$ cat config.mk
export PLATFORM = sky130hd
export DESIGN_NAME = mod_addsub_pipeline
export DESIGN_NICKNAME = d
export VERILOG_FILES = /design/src/rtl/mod_arith_pkg.sv /design/src/rtl/mod_addsub_lane.sv /design/src/rtl/mod_addsub_pipeline.sv
export SDC_FILE = /design/constraint.sdc
export NUM_CORES = 1
export LEC_CHECK = 0
export ABC_AREA = 1
export CAP_MARGIN = 40
export CORE_UTILIZATION = 49
export DETAILED_ROUTE_END_ITERATION = 8
export PLACE_DENSITY_LB_ADDON = 0.1
export SETUP_SLACK_MARGIN = 0.05
export SKIP_LAST_GASP = 1
export SYNTH_ARGS = -nofsm -noshare
export SYNTH_HDL_FRONTEND = slang
export SYNTH_HIERARCHICAL = 1
export SYNTH_SLANG_ARGS = --single-unit
$ cat constraint.sdc
create_clock -name clk -period 2.78 [get_ports clk]
set_input_delay 0.556 -clock clk [delete_from_list [all_inputs] [get_ports clk]]
set_output_delay 0.556 -clock clk [all_outputs]
set_load 0.05 [all_outputs]
$ cat src/rtl/mod_arith_pkg.sv
// Shared modular-arithmetic definitions: Kyber prime, coefficient width and
// the add/subtract mode encoding used by the coefficient datapaths.
package mod_arith_pkg;

    localparam int KYBER_Q     = 3329;
    localparam int COEFF_WIDTH = 12;

    typedef enum logic {
        MODE_ADD = 1'b0,
        MODE_SUB = 1'b1
    } mode_e;

endpackage

$ cat src/rtl/mod_addsub_lane.sv
// Single-lane combinational modular adder/subtractor; operands are assumed
// reduced (< MODULUS), so one conditional correction is enough.
module mod_addsub_lane
    import mod_arith_pkg::*;
#(
    parameter int DATA_WIDTH = COEFF_WIDTH,
    parameter int MODULUS    = KYBER_Q
) (
    input  logic [DATA_WIDTH-1:0] a,
    input  logic [DATA_WIDTH-1:0] b,
    input  mode_e                 mode,
    output logic [DATA_WIDTH-1:0] result
);

    localparam logic [DATA_WIDTH:0] MOD_EXT = (DATA_WIDTH + 1)'(MODULUS);

    logic [DATA_WIDTH:0]   sum;
    logic [DATA_WIDTH:0]   diff;
    logic [DATA_WIDTH-1:0] res_add;
    logic [DATA_WIDTH-1:0] res_sub;

    // The extra top bit of diff is the borrow, i.e. the sign of a-b.
    always_comb begin
        sum  = {1'b0, a} + {1'b0, b};
        diff = {1'b0, a} - {1'b0, b};

        if (sum >= MOD_EXT) res_add = DATA_WIDTH'(sum - MOD_EXT);
        else                res_add = sum[DATA_WIDTH-1:0];

        if (diff[DATA_WIDTH]) res_sub = DATA_WIDTH'(diff + MOD_EXT);
        else                  res_sub = diff[DATA_WIDTH-1:0];

        result = (mode == MODE_SUB) ? res_sub : res_add;
    end

endmodule

$ cat src/rtl/mod_addsub_pipeline.sv
// Multi-lane modular add/subtract pipeline with valid/ready handshake.
// Optional sticky operand range check enabled by MOD_ADDSUB_RANGE_CHECK_EN.
module mod_addsub_pipeline
    import mod_arith_pkg::*;
#(
    parameter int DATA_WIDTH  = COEFF_WIDTH,
    parameter int MODULUS     = KYBER_Q,
    parameter int LANES       = 4,
    parameter int PIPE_STAGES = 3
) (
    input  logic                        clk,
    input  logic                        rst_n,
    input  logic                        enable,
    input  logic                        valid_in,
    output logic                        in_ready,
    input  logic                        mode,
    input  logic [LANES*DATA_WIDTH-1:0] a,
    input  logic [LANES*DATA_WIDTH-1:0] b,
    output logic [LANES*DATA_WIDTH-1:0] result,
    output logic                        valid_out,
    input  logic                        out_ready,
    output logic                        range_err
);

    localparam int VW = LANES * DATA_WIDTH;

    logic                   advance;
    logic [PIPE_STAGES-1:0] stage_valid;
    mode_e                  stage_mode [PIPE_STAGES];
    logic [VW-1:0]          stage_a    [PIPE_STAGES];
    logic [VW-1:0]          stage_b    [PIPE_STAGES];

    assign valid_out = stage_valid[PIPE_STAGES-1];
    assign advance   = enable & (~valid_out | out_ready);
    assign in_ready  = advance;

    // Operands and mode travel down the pipe; bubbles shift like real beats.
    always_ff @(posedge clk or negedge rst_n) begin
        if (!rst_n) begin
            stage_valid <= '0;
            for (int s = 0; s < PIPE_STAGES; s++) begin
                stage_mode[s] <= MODE_ADD;
                stage_a[s]    <= '0;
                stage_b[s]    <= '0;
            end
        end else if (advance) begin
            stage_valid[0] <= valid_in;
            stage_mode[0]  <= mode_e'(mode);
            stage_a[0]     <= a;
            stage_b[0]     <= b;
            for (int s = 1; s < PIPE_STAGES; s++) begin
                stage_valid[s] <= stage_valid[s-1];
                stage_mode[s]  <= stage_mode[s-1];
                stage_a[s]     <= stage_a[s-1];
                stage_b[s]     <= stage_b[s-1];
            end
        end
    end

    // The arithmetic sits on the last stage, so cleared registers give result 0.
    for (genvar i = 0; i < LANES; i++) begin : g_lane
        mod_addsub_lane #(
            .DATA_WIDTH (DATA_WIDTH),
            .MODULUS    (MODULUS)
        ) u_lane (
            .a      (stage_a[PIPE_STAGES-1][i*DATA_WIDTH +: DATA_WIDTH]),
            .b      (stage_b[PIPE_STAGES-1][i*DATA_WIDTH +: DATA_WIDTH]),
            .mode   (stage_mode[PIPE_STAGES-1]),
            .result (result[i*DATA_WIDTH +: DATA_WIDTH])
        );
    end

`ifdef MOD_ADDSUB_RANGE_CHECK_EN
    logic out_of_range;
    logic range_err_q;

    always_comb begin
        out_of_range = 1'b0;
        for (int i = 0; i < LANES; i++) begin
            if ((a[i*DATA_WIDTH +: DATA_WIDTH] >= DATA_WIDTH'(MODULUS)) ||
                (b[i*DATA_WIDTH +: DATA_WIDTH] >= DATA_WIDTH'(MODULUS)))
                out_of_range = 1'b1;
        end
    end

    // Sticky: only an accepted beat can set it, only reset clears it.
    always_ff @(posedge clk or negedge rst_n) begin
        if (!rst_n)
            range_err_q <= 1'b0;
        else if (advance && valid_in && out_of_range)
            range_err_q <= 1'b1;
    end

    assign range_err = range_err_q;
`else
    assign range_err = 1'b0;
`endif

endmodule

# Word-level counts from Yosys, hierarchy flattened
# Index checks and enable logic that the tools add are counted.
dict set report totals {
  reg_bits 294
  in_bits 102
  out_inout_bits 51
  elab_cells 45
}
dict set report op_classes {
  addsub 16
  n_lt_le_gt_ge 4
  muxes 12
  bitwise_logic 3
}
# operator count
set op_table {}
lappend op_table {{12-bit two-way mux} 12}
lappend op_table {{12-bit by 12-bit adder with 13-bit output} 4}
lappend op_table {{13-bit by 12-bit greater-or-equal comparator with 1-bit output, second input constant} 4}
lappend op_table {{12-bit by 12-bit subtractor with 13-bit output} 4}
lappend op_table {{12-bit adder, second input constant} 4}
lappend op_table {{12-bit subtractor, second input constant} 4}
lappend op_table {{1-bit AND} 1}
lappend op_table {{1-bit inverter} 1}
lappend op_table {{1-bit bitwise OR} 1}

# Logic depth before layout (Yosys ltp)
dict set report logic_depth {
  depth_word 4
  depth_mapped 22
  depth_no_buf 20
}

# Cells and area by module
# The synthesis kept the hierarchy.
# mod n_inst cells_each area_per_inst_um2 seq_area_each_um2
set by_module_without_submodules {}
lappend by_module_without_submodules {mod_addsub_pipeline 1 1279 11596.1 7357.1}
lappend by_module_without_submodules {{mod_addsub_lane (g_lane[0].u_lane ...)} 2 408 2287.2 0.0}
lappend by_module_without_submodules {{mod_addsub_lane (g_lane[3].u_lane)} 1 411 2285.9 0.0}
lappend by_module_without_submodules {{mod_addsub_lane (g_lane[1].u_lane)} 1 398 2257.2 0.0}

# Worst setup path before layout
# No wires, ideal clock.
dict set report synth_timing {
  path_kind {flip-flop to output port}
  startpoint {reg stage_a[36] (netlist name)}
  endpoint {out result[43]}
  arrival_time_ns 2.637
  required_ns 2.224
  setup_slack_ns -0.413
  path_stages_with_launch 19
  path_buffers 1
  path_cell_list {dfrtp_1 -> ha_1 -> fa_1 -> inv_1 -> nand2_1 -> nand2_4 -> nand2_1 -> nor2_4 -> nand3_2 -> nor2_4 -> nand3_2 -> nand2_2 -> nand2_2 -> nand2_2 -> nand2_4 -> buf_6 -> o21ai_2 -> nand2_1 -> nand2_1}
}
dict set report synth_via {
  elab_chain_cells 4
  elab_cells_between_ends 8
  classes_between {4 x add/sub; 1 x order compare; 3 x mux}
}
# element line
set synth_lines {}
lappend synth_lines {{start: declaration} mod_addsub_pipeline.sv:30} ;# logic [VW-1:0] stage_a [PIPE_STAGES];
lappend synth_lines {{start signal: indexed assignment} mod_addsub_pipeline.sv:54} ;# stage_a[s] <= stage_a[s-1];
lappend synth_lines {{12-bit by 12-bit adder with 13-bit output / 12-bit by 12-bit subtractor with 13-bit output (equally long branches)} {mod_addsub_lane.sv:24, mod_addsub_lane.sv:25}}
lappend synth_lines {{12-bit subtractor (tied with other cells)} mod_addsub_lane.sv:27} ;# if (sum >= MOD_EXT) res_add = DATA_WIDTH'(sum - MOD_EXT);
lappend synth_lines {{12-bit two-way mux, on equally long branches} {mod_addsub_lane.sv:27, mod_addsub_lane.sv:30}}
lappend synth_lines {{12-bit two-way mux *} mod_addsub_lane.sv:33} ;# result = (mode == MODE_SUB) ? res_sub : res_add;
lappend synth_lines {{end: declaration} mod_addsub_pipeline.sv:19} ;# output logic [LANES*DATA_WIDTH-1:0] result,
# Every way passes the cells marked *; elsewhere a longest branch is shown, timed or not.

# Worst setup path in the final report
dict set report layout_timing {
  startpoint {reg stage_b[24] (netlist name)}
  endpoint {out result[31]}
}
dict set report layout_via {
  elab_chain_cells 4
  elab_cells_between_ends 8
  classes_between {4 x add/sub; 1 x order compare; 3 x mux}
}
# element line
set layout_lines {}
lappend layout_lines {{start: declaration} mod_addsub_pipeline.sv:31} ;# logic [VW-1:0] stage_b [PIPE_STAGES];
lappend layout_lines {{start signal: indexed assignment} mod_addsub_pipeline.sv:55} ;# stage_b[s] <= stage_b[s-1];
lappend layout_lines {{12-bit by 12-bit adder with 13-bit output / 12-bit by 12-bit subtractor with 13-bit output (equally long branches)} {mod_addsub_lane.sv:24, mod_addsub_lane.sv:25}}
lappend layout_lines {{12-bit subtractor (tied with other cells)} mod_addsub_lane.sv:27}
lappend layout_lines {{12-bit two-way mux, on equally long branches} {mod_addsub_lane.sv:27, mod_addsub_lane.sv:30}}
lappend layout_lines {{12-bit two-way mux *} mod_addsub_lane.sv:33}
# Marked as above.

==> results.sh <==
export IMPL_dieWidth_um=208
export IMPL_routed_wl_mm=61.7
export IMPL_rsz0062_at_grt="yes"
export IMPL_dp_hpwl_mm=44.1
export IMPL_yosysMostFrequentCell="nand2_1"
export IMPL_setup_violations=48
export IMPL_cts_max_path_buffers=3
export IMPL_drt_iter0_drc=1347
export IMPL_grt_pass1_vias=20700
export IMPL_drive_gt1_share_pct=35.1
export IMPL_slew_headroom_pct=48.8
export IMPL_ys_types=46
export IMPL_finalHoldViolCount=0
export IMPL_drv_slew=0
export IMPL_htreeDepth=2
export IMPL_reg2reg_from="stage_valid[2]"
export IMPL_synth_edf_count=0
export IMPL_fin_crit_ns=3.74
export IMPL_drt_pass1_iterations=6
export IMPL_area_delta_synth_final_pct=44.1
export IMPL_syn_instance_count=2904
export IMPL_tightest_slew_ns=0.767
export IMPL_outcome="finished with violations"
export IMPL_drcViolationCount=0
export IMPL_filler_cell_count=3311
export IMPL_hp_class="in2async"
export IMPL_dieArea_um2=43100
export IMPL_async_flop_share_pct=100
export IMPL_insertion_delay_ns=0.54
export IMPL_root_buffer="clkbuf_16"
export IMPL_cts_hold_repair_buffers=0
export IMPL_synth_seq_cells=294
export IMPL_fin_skew_ns=0.0209
export IMPL_gp_congestion=0.932
export IMPL_grt_max_degree=169
export IMPL_clk_pin_slew_ns=0.06
export IMPL_cts_buffers=34
export IMPL_critical_path_class="reg2out"
export IMPL_yosys_area_top_type_share_pct=35.5
export IMPL_ant_nets=0
export IMPL_startpoint_type="flip-flop"
export IMPL_synth_top_cell_by_area="dfrtp_1"
export IMPL_cp_max_fo=10
export IMPL_antenna_found_initial=9
export IMPL_cp_required_ns=2.22
export IMPL_reg2reg_depth=5
export IMPL_ys_warn_count=6
export IMPL_netlist_area_um2=20700
export IMPL_fin_crit_sh_pct=135
export IMPL_start_util_pct=50.2
export IMPL_critPathCaptureType="output pin"
export IMPL_crit_arrival_ns=3.18
export IMPL_synth_main_ff_cell="dfrtp_1"
export IMPL_grt_use_total_pct=28.4
export IMPL_fin_nets=3661
export IMPL_max_freq_mhz=267
export IMPL_worst_slack_ns=-0.960
export IMPL_ys_top_cells_by_area="dfrtp_1, nand2_1, nand3_1"
export IMPL_violations="negative setup slack"
export IMPL_regToRegEndpoint="stage_b[142]"
export IMPL_stdcell_count=4002
export IMPL_post_place_cells=3878
export IMPL_cts_tree="done"
export IMPL_port_buffers=151
export IMPL_vias=20900
export IMPL_synth_commonest_cells="nand2_1, nand3_1, dfrtp_1"
export IMPL_r2r_slack_ns=0.94
export IMPL_yosysSeqAreaShare_pct=35.5
export IMPL_grt_overflow_total=0
export IMPL_num_rows=74
export IMPL_core_um2=41300
export IMPL_io_pins=153
export IMPL_syn_nets=3122
export IMPL_fp_dieH_um=208
export IMPL_cts_sinks=294
export IMPL_wl_per_cell_um=15.4
export IMPL_synth_avg_cell_area_um2=7.13
export IMPL_drt_vias_per_instance=5.22
export IMPL_maxCapViolCount=0
export IMPL_grt_first_pass_wirelength_mm=101
-- per-layer routing --
metal | vias up | routed length [um] | GRT usage, % | part of all wire [%]
li1 | 10400 | - | - | -
met1 | 9900 | 27200 | 37.5 | 44
met2 | 478 | 29900 | 48.0 | 48
met3 | 118 | 2940 | 4.10 | 4.8
met4 | 8 | 1580 | 8.52 | 2.6
met5 | - | 61 | 0 | 0.099
-- worst max-delay path by stage --
| stage | from | end | slack, ns | depth (start not counted) |
|---|---|---|---|---|
| after CTS | stage_b[24] | result[31] | -0.96 | 20 |
| after global routing | stage_a[0] | result[7] | -1.12 | 14 |
| after floorplan | stage_b[36] | result[43] | -0.19 | 18 |
| after global placement | stage_b[36] | result[44] | -0.50 | 17 |
| final | stage_b[24] | result[31] | -0.96 | 20 |
| after detailed placement | stage_b[2] | result[2] | -0.57 | 19 |
-- registers in the layout (all words and copies together) (netlist names) --
register / cells
stage_b: 144
stage_mode: 3
stage_a: 144
stage_valid: 3
-- metrics by stage --
stage                     utilization (%)  hold slack (ns)  area (um2)  TNS, ns  worst slack, ns
final                                72.3           0.0105       29800   -42.42           -0.960
after global routing                 72.3           0.0557       29800   -48.75            -1.12
after CTS                            70.1           0.0310       28900   -41.88           -0.965
after detailed placement             64.2            0.459       26500   -22.52           -0.573
after global placement               64.2            0.454       26500   -20.31           -0.501
after floorplan                         -            0.260       21400    -6.76           -0.186
-- placed cells by master (no fill, tap or decap), types with 23 or more instances in the layout --
master,count
nor2_1,59
buf_12,56
clkbuf_16,35
inv_1,201
a21oi_2,23
nor2_2,30
o21ai_0,30
nand2_2,154
inv_2,49
nor2_4,38
nand2_4,82
xor2_1,35
nand3_2,102
nand2_1,903
ha_1,72
a21oi_1,49
dfrtp_1,288
nand3_1,399
buf_4,474
clkdlybuf4s50_1,100
nand4_1,31
ha_4,23
-- critical path, cell delays in order, from the launching register on --
cell	delay [ns]
dfrtp_2	0.44
ha_4	0.18
fa_2	0.39
inv_2	0.07
nand2_2	0.06
nand2_4	0.09
nand2_4	0.05
nor2_4	0.14
nand3_2	0.10
nor2_4	0.15
nand3_4	0.10
nand2_2	0.09
nand2_2	0.06
nand2_4	0.08
nand2_4	0.07
buf_12	0.15
nand2_2	0.07
o21ai_4	0.05
nand2_2	0.07
nand2_4	0.05
buf_12	0.15
-- what timing repair did --
action	4_1_cts	5_1_grt
gates resized for setup	244	181
pin swaps	130	103
setup buffers	33	19
cloned	9	0
endpoints found under the setup margin	48	48
-- cells by family (layout without fill, tap and decap cells) --
family	count (synthesis)	after routing	share of synthesized area, %
compound gates	176	176	5.39
xor+xnor	51	51	2.16
fa+ha+maj	116	116	7.30
buf+inv	416	968	9.59
flops	294	294	35.5
other cells	1	6	0.0181
simple gates	1850	1859	40.0
-- cell type report --
cell class | instances | area, um2 | share of cell area [%]
sequential | 294 | 7360 | 24.7
tap | 532 | 666 | 2.23
multi-input combinational | 2203 | 13800 | 46.3
clock inverter | 8 | 98.8 | 0.331
antenna | 5 | 12.5 | 0.0419
timing repair buffer | 648 | 5900 | 19.8
clock buffer | 50 | 972 | 3.26
inverter | 262 | 1020 | 3.42
Power is not shown: default switching activity piles up to over one toggle a cycle in this logic, so the estimate is an artifact.
